--- src/rtl/round_robin_mux_arbiter_pkg.sv ---
// Shared sizes and state encoding for the round-robin mux arbiter.
package round_robin_mux_arbiter_pkg;

    localparam int NUM_REQ = 4;
    localparam int ADDR_W  = 2;
    localparam int BEAT_W  = 4;

    typedef enum logic {
        IDLE = 1'b0,
        HOLD = 1'b1
    } arb_state_e;

endpackage

--- src/rtl/round_robin_mux_arbiter_rr_priority_pick.sv ---
// Combinational round-robin pick: first requester after last_owner_i, wrapping.
module rr_priority_pick
    import round_robin_mux_arbiter_pkg::*;
(
    input  logic [NUM_REQ-1:0] req_i,
    input  logic [ADDR_W-1:0]  last_owner_i,
    output logic               found_o,
    output logic [ADDR_W-1:0]  winner_o
);

    logic [ADDR_W-1:0] candidate;

    // k = NUM_REQ wraps back to last_owner_i itself, so it has lowest priority.
    always_comb begin
        found_o   = 1'b0;
        winner_o  = last_owner_i;
        candidate = last_owner_i;
        for (int k = 1; k <= NUM_REQ; k++) begin
            candidate = last_owner_i + ADDR_W'(k);
            if (!found_o && req_i[candidate]) begin
                found_o  = 1'b1;
                winner_o = candidate;
            end
        end
    end

endmodule

--- src/rtl/round_robin_mux_arbiter.sv ---
// Four-way round-robin arbiter that owns a 4:1 mux select for bursts of up
// to MAX_BEATS beats, with a one-cycle arbitration gap between grants.
module round_robin_mux_arbiter
    import round_robin_mux_arbiter_pkg::*;
#(
    parameter int unsigned MAX_BEATS = 4
) (
    input  logic               clk,
    input  logic               reset_n,
    input  logic [NUM_REQ-1:0] req,
    input  logic [NUM_REQ-1:0] last,
    input  logic               out_ready,
    output logic [NUM_REQ-1:0] gnt,
    output logic               addr0,
    output logic               addr1,
    output logic               out_valid,
    output logic               busy
);

    localparam logic [BEAT_W-1:0] MaxBeatsW = BEAT_W'(MAX_BEATS);

    arb_state_e        state_q, state_d;
    logic [ADDR_W-1:0] owner_q, owner_d;
    logic [ADDR_W-1:0] lastOwner_q, lastOwner_d;
    logic [BEAT_W-1:0] beat_q, beat_d;
    logic              armed_q;

    logic              pickFound;
    logic [ADDR_W-1:0] pickWinner;
    logic              ownerReq;
    logic              xfer;
    logic [BEAT_W-1:0] beatInc;

    rr_priority_pick u_pick (
        .req_i        (req),
        .last_owner_i (lastOwner_q),
        .found_o      (pickFound),
        .winner_o     (pickWinner)
    );

    // armed_q holds off arbitration for the first edge after reset release.
    always_ff @(posedge clk or negedge reset_n) begin
        if (!reset_n) begin
            state_q     <= IDLE;
            owner_q     <= '0;
            lastOwner_q <= ADDR_W'(NUM_REQ - 1);
            beat_q      <= '0;
            armed_q     <= 1'b0;
        end else begin
            state_q     <= state_d;
            owner_q     <= owner_d;
            lastOwner_q <= lastOwner_d;
            beat_q      <= beat_d;
            armed_q     <= 1'b1;
        end
    end

    always_comb begin
        state_d     = state_q;
        owner_d     = owner_q;
        lastOwner_d = lastOwner_q;
        beat_d      = beat_q;
        ownerReq    = req[owner_q];
        xfer        = (state_q == HOLD) && ownerReq && out_ready;
        beatInc     = beat_q + BEAT_W'(1);

        case (state_q)
            IDLE: begin
                if (armed_q && pickFound) begin
                    state_d = HOLD;
                    owner_d = pickWinner;
                    beat_d  = '0;
                end
            end
            HOLD: begin
                if (!ownerReq) begin
                    state_d     = IDLE;
                    lastOwner_d = owner_q;
                end else if (xfer) begin
                    beat_d = beatInc;
                    if (last[owner_q] || (beatInc == MaxBeatsW)) begin
                        state_d     = IDLE;
                        lastOwner_d = owner_q;
                    end
                end
            end
            default: state_d = IDLE;
        endcase
    end

    // owner_q keeps its value through IDLE, so the mux select stays put.
    always_comb begin
        gnt       = (state_q == HOLD) ? (NUM_REQ'(1) << owner_q) : '0;
        busy      = (state_q == HOLD);
        out_valid = (state_q == HOLD) && ownerReq;
        addr0     = owner_q[0];
        addr1     = owner_q[1];
    end

endmodule

--- config.mk ---
export PLATFORM = sky130hd
export DESIGN_NAME = round_robin_mux_arbiter
export DESIGN_NICKNAME = d
export VERILOG_FILES = /design/src/rtl/round_robin_mux_arbiter_pkg.sv /design/src/rtl/round_robin_mux_arbiter_rr_priority_pick.sv /design/src/rtl/round_robin_mux_arbiter.sv
export SDC_FILE = /design/constraint.sdc
export NUM_CORES = 1
export LEC_CHECK = 0
export CAP_MARGIN = 15
export CORE_UTILIZATION = 49
export CTS_CLUSTER_DIAMETER = 80
export DETAILED_ROUTE_END_ITERATION = 16
export PLACE_DENSITY = 0.81
export SLEW_MARGIN = 25
export SYNTH_ARGS = -nofsm -noshare
export SYNTH_HDL_FRONTEND = slang
export SYNTH_SLANG_ARGS = --single-unit
export TNS_END_PERCENT = 10
--- constraint.sdc ---
create_clock -name clk -period 2.87 [get_ports clk]
set_input_delay 0.287 -clock clk [delete_from_list [all_inputs] [get_ports clk]]
set_output_delay 0.287 -clock clk [all_outputs]
set_load 0.005 [all_outputs]
Yosys cells after proc, flatten, opt, wreduce, memory -nomap -nowiden
Cells that the tools add are included.
- word-level logic and storage cells: 68
- register bits: 10
- bitwise logic cells: 1
- add/subtract/negate cells: 4
- shift operators: 1
- reductions and logical operators: 13
- $lt $le $gt $ge: 5
- equality and inequality tests: 6
- mux-type cells: 33
- operators with widths (kind ; number):
    4-bit two-way mux ; 4
    2-bit by 3-bit < comparator with 1-bit output, second input constant ; 5
    1-bit two-way mux ; 14
    2-bit two-way mux ; 7
    1-bit binary-select mux with 2-bit select ; 6
    2-bit by 1-bit != test with 1-bit output, second input constant ; 4
    4-bit one-hot mux with 2 select lines ; 1
    1-bit logical AND ; 6
    3-bit AND reduction ; 2
    2-bit adder, second input constant ; 2
    4-bit by 1-bit adder with 4-bit output, second input constant ; 1
    4-bit by 3-bit == test with 1-bit output, second input constant ; 1
    1-bit by 2-bit << shifter with 4-bit output, first input constant ; 1
    1-bit zero test ; 3
    2-bit by 1-bit adder with 2-bit output, second input constant ; 1
    2-bit != test, second input constant ; 1
    1-bit one-hot mux with 2 select lines ; 1
    2-bit AND reduction ; 1
    1-bit logical OR ; 1
    1-bit NOT ; 1

Longest topological paths before layout
- depth in word-level cells: 16
- mapped depth: 5
- depth with buffers taken out: 5

Hierarchy
Synthesis repeated with hierarchy kept, for this count alone.
- cells, all modules: 65
- area, all modules: 678.2 µm²
- by module, submodules not included (module ; cells each ; times used ; area an instance (µm²) ; sequential area each (µm²)):
    round_robin_mux_arbiter ; 51 ; 1 ; 595.6 ; 252.7
    rr_priority_pick ; 14 ; 1 ; 82.6 ; 0.0

Worst setup path before layout
OpenSTA, ideal clock, no wires.
- kind: reg2reg
- start: reg owner_q[0]
- end: reg lastOwner_q[0]
- period minus slack after synthesis: 1686 ps
- cell stages (with the launch flop): 6
- required time: 2785 ps
- buffers on the path: 1
- arrival: 1601 ps
- slack: 1184 ps
- setup time: 85 ps
- path through: dfrtp_1 buf_6 mux4_2 nand2b_1 o221ai_2 mux2_1
- cells in the longest elaborated chain, start to end: 6
- RTL lines (what ; RTL line ; RTL):
    from (decl) ; round_robin_mux_arbiter.sv:23 ; logic [ADDR_W-1:0] owner_q, owner_d;
    from (signal assigned) ; round_robin_mux_arbiter.sv:51 ; owner_q <= owner_d;
    1-bit binary-select mux with 2-bit select ; round_robin_mux_arbiter.sv:63 ; ownerReq = req[owner_q];
    1-bit two-way mux (implied by the code) ; round_robin_mux_arbiter.sv:63 ;
    1-bit logical AND (2 in a row) ; round_robin_mux_arbiter.sv:64 ; xfer = (state_q == HOLD) && ownerReq && out_ready;
    2-bit by 1-bit != test with 1-bit output (no line) ; n/a ;
    3-bit AND reduction (no line) ; n/a ;
    to (signal assigned) ; round_robin_mux_arbiter.sv:46 ; lastOwner_q <= ADDR_W'(NUM_REQ - 1);
    to (signal assigned) ; round_robin_mux_arbiter.sv:52 ; lastOwner_q <= lastOwner_d;
    to (decl) ; round_robin_mux_arbiter.sv:24 ; logic [ADDR_W-1:0] lastOwner_q, lastOwner_d;
Parallel ways exist; a longest one is shown, timed or not. The select of a mux whose other input is x is not followed.
A chain may end at the register's enable or synchronous reset.

Worst setup path after layout
- start: reg owner_q[1]
- end: out out_valid
- cells in the longest elaborated chain, start to end: 3
- RTL lines (what ; RTL line ; RTL):
    1-bit binary-select mux with 2-bit select ; round_robin_mux_arbiter.sv:63 ;
    1-bit two-way mux (implied by the code) ; round_robin_mux_arbiter.sv:63 ;
    1-bit logical AND ; round_robin_mux_arbiter.sv:95 ; out_valid = (state_q == HOLD) && ownerReq;
    to (decl) ; round_robin_mux_arbiter.sv:16 ; output logic out_valid,
No other way between the ends. The select of a mux whose other input is x is not followed.

==> results.json <==
{
  "status": "finished, final reports clean",
  "clkLatencyLatePin_ps": 260,
  "path_delay_family": "multiplexers",
  "postSynthAreaPerCell_sq_um": 10.8,
  "r2r_cells": 4,
  "postCtsSetupBuffers": 0,
  "synth_top_area_cell": "dfrtp_1",
  "power.leakage_nw": 0.378,
  "grt_use_total_pct": 20.0,
  "netlist_top_cells_area": "dfrtp_1 (29%), dfstp_2 (7.7%), mux4_2 (6.6%)",
  "cts-resized-gates": 0,
  "vias": 551,
  "achievable-frequency_mhz": 440,
  "tritoncts": "yes",
  "insertedDiodeCount": 0,
  "synth_enable_flop_cells": 0,
  "ioPinCount": 19,
  "detailedPlace.worstSlack_ps": 620,
  "setup_tns_ps": 0,
  "yosys_register_bits": 10,
  "post_drt_wl_per_cell_um": 13.2,
  "holdBufCountCts": 0,
  "area_overhead_vs_synth_pct": 32.2,
  "detail_route.iter0.violations": 4,
  "grt_pass1_wl_um": 1990,
  "dieWidth_um": 39.3,
  "setup_repair_after_global_routing_missed_its_margin": "false",
  "synth_seq_area_share_pct": 37.0,
  "grt-ovfl-total": 0,
  "die_area_sq_um": 1550,
  "synth_area_sq_um": 683,
  "netlist-cell-type-count": 33,
  "critical_path.n_buffers_inverters": 1,
  "cap_viol_max_count": 0,
  "worstSetupPathDepth": 3,
  "dp.final_hpwl_um": 967,
  "tritoncts.num_buffers": 3,
  "finalSetupViolCount": 0,
  "critPathSlowestCell": "mux4_2",
  "finalHoldViolCount": 0,
  "worst_ep_required_time_ps": 2580,
  "postSynth.asyncResetShare_pct": 100,
  "syn_inst": 63,
  "cts.htree.levels": 1,
  "firstDrtPassIters": 4,
  "finish.net_count": 98,
  "max-clock-path-buffers": 2,
  "layout_setup_ws_ps": 598,
  "cp.arrival_ps": 1980,
  "synth_top_area_share_pct": 29.3,
  "design.core.area_sq_um": 1300,
  "critical_path.cell_chain": "mux4_2 -> and2_1 -> clkdlybuf4s50_1",
  "viasPerCell": 5.57,
  "vias_in_the_first_global_route": 476,
  "min_period_ps": 2270,
  "pwr_density_cell_nw_per_um2": 830,
  "post_route_cells_drive_above_1_share_pct": 20.2,
  "postRouteAntennaNets": 0,
  "vdd.ir_drop.worst_uv": 560,
  "grt_max_degree": 11,
  "timing_worst_setup_path_type": "reg2out",
  "synthesis_warnings": 0,
  "clkSlewWorstSetupHoldPaths_ps": 60,
  "wl_um": 1300,
  "critical_path.reg2reg.startpoint": "owner_q[0]",
  "timing.critical_path.slowest_cell_delay_ps": 590,
  "worst_min_delay_path_class": "in2async",
  "yosys-top-cells-count": "dfrtp_1 (8), nand3_1 (5), nand2_1 (4), o21ai_0 (4)",
  "r2r_setup_slack_ps": 1030,
  "period_share_pct": 79.2,
  "fp.dieH_um": 39.3,
  "start_util_pct": 52.5,
  "grt_antenna_before_repair": 0,
  "synthFlopType": "dfrtp_1",
  "clk_root_buffer_cell": "clkbuf_4",
  "category_of_the_worst_setup_path_launch_point": "register",
  "clock-skew-final_ps": 2.44,
  "gp_congestion": 0.729,
  "synthMostInstantiatedCell": "dfrtp_1",
  "timing.final.max_slew_violations": 0,
  "num_rows": 13,
  "buffer_ports.inserted": 18,
  "critical_path.startpoint": "owner_q[1]",
  "cts_num_sinks": 10,
  "cp_max_fo": 9,
  "timing.critical_path.to_type": "output port",
  "synth.net_count": 76,
  "drt_drc_violations_left": 0
}
[power breakdown]
part	internal [mW]	switching, mW
Clock	0.0769	0.0449
Combinational	0.213	0.116
Sequential	0.201	0.0969
[stage by stage]
step / power [mW] / util (%) / hold slack, ps / instances / area (sq um)
2_1_floorplan: 0.498 / - / -8.59 / 63 / 683
3_3_place_gp: 0.621 / 66.6 / 567 / 95 / 867
3_5_place_dp: 0.631 / 66.6 / 571 / 95 / 867
4_1_cts: 0.757 / 69.4 / 343 / 99 / 903
5_1_grt: 0.814 / 69.4 / 356 / 99 / 903
6_report: 0.749 / 69.4 / 339 / 99 / 903
[final timing paths]
kind,end
worst max register to register,lastOwner_q[1]
min in group clk,beat_q[3]
worst max-delay path,out_valid
worst min register to register,beat_q[3]
worst min-delay path,beat_q[1]
max in group asynchronous,lastOwner_q[1]
[placed cells by master, fill, tap and decap left out, drive strengths merged, types with 2 or more instances in the layout]
master,instances
and3b,2
a21oi,2
dfstp,2
dfrtp,8
mux2,3
o21ai,4
clkbuf,4
nand2b,3
clkdlybuf4s50,18
ha,2
mux4,2
inv,3
nand2,4
o221ai,3
nand3,5
nand3b,2
mux2i,2
[routing by layer]
layer	GRT usage, %	up-vias	part of all wire (%)
met5	0	-	0
met4	10.3	0	1.1
met3	5.11	2	4.8
met2	27.5	15	43
met1	28.6	255	51
li1	-	279	-
[cells by family after synthesis]
group                      after synthesis  share of synthesized area, %
AOI/OAI and AO/OA                       15                          18.3
xor gates and xnor gates                 1                          1.28
adders and majority gates                2                          3.66
buffers and inverters                    5                          4.94
DFF                                     10                          37.0
muxes                                    7                          14.5
other                                    1                         0.549
and+or+nand+nor                         22                          19.8
[sequential cells by signal (all words and copies together) (netlist names)]
register,flops
beat_q,4
lastOwner_q,2
owner_q,2
armed_q,1
busy,1
[final cells by class]
cell class | instances | area, sq um
clock buffer | 4 | 36.3
inverter | 3 | 11.3
sequential | 10 | 253
tap | 15 | 18.8
fill | 107 | 398
multi-input combinational | 48 | 397
timing repair buffer | 19 | 188
(Power assumes the default switching activity.)
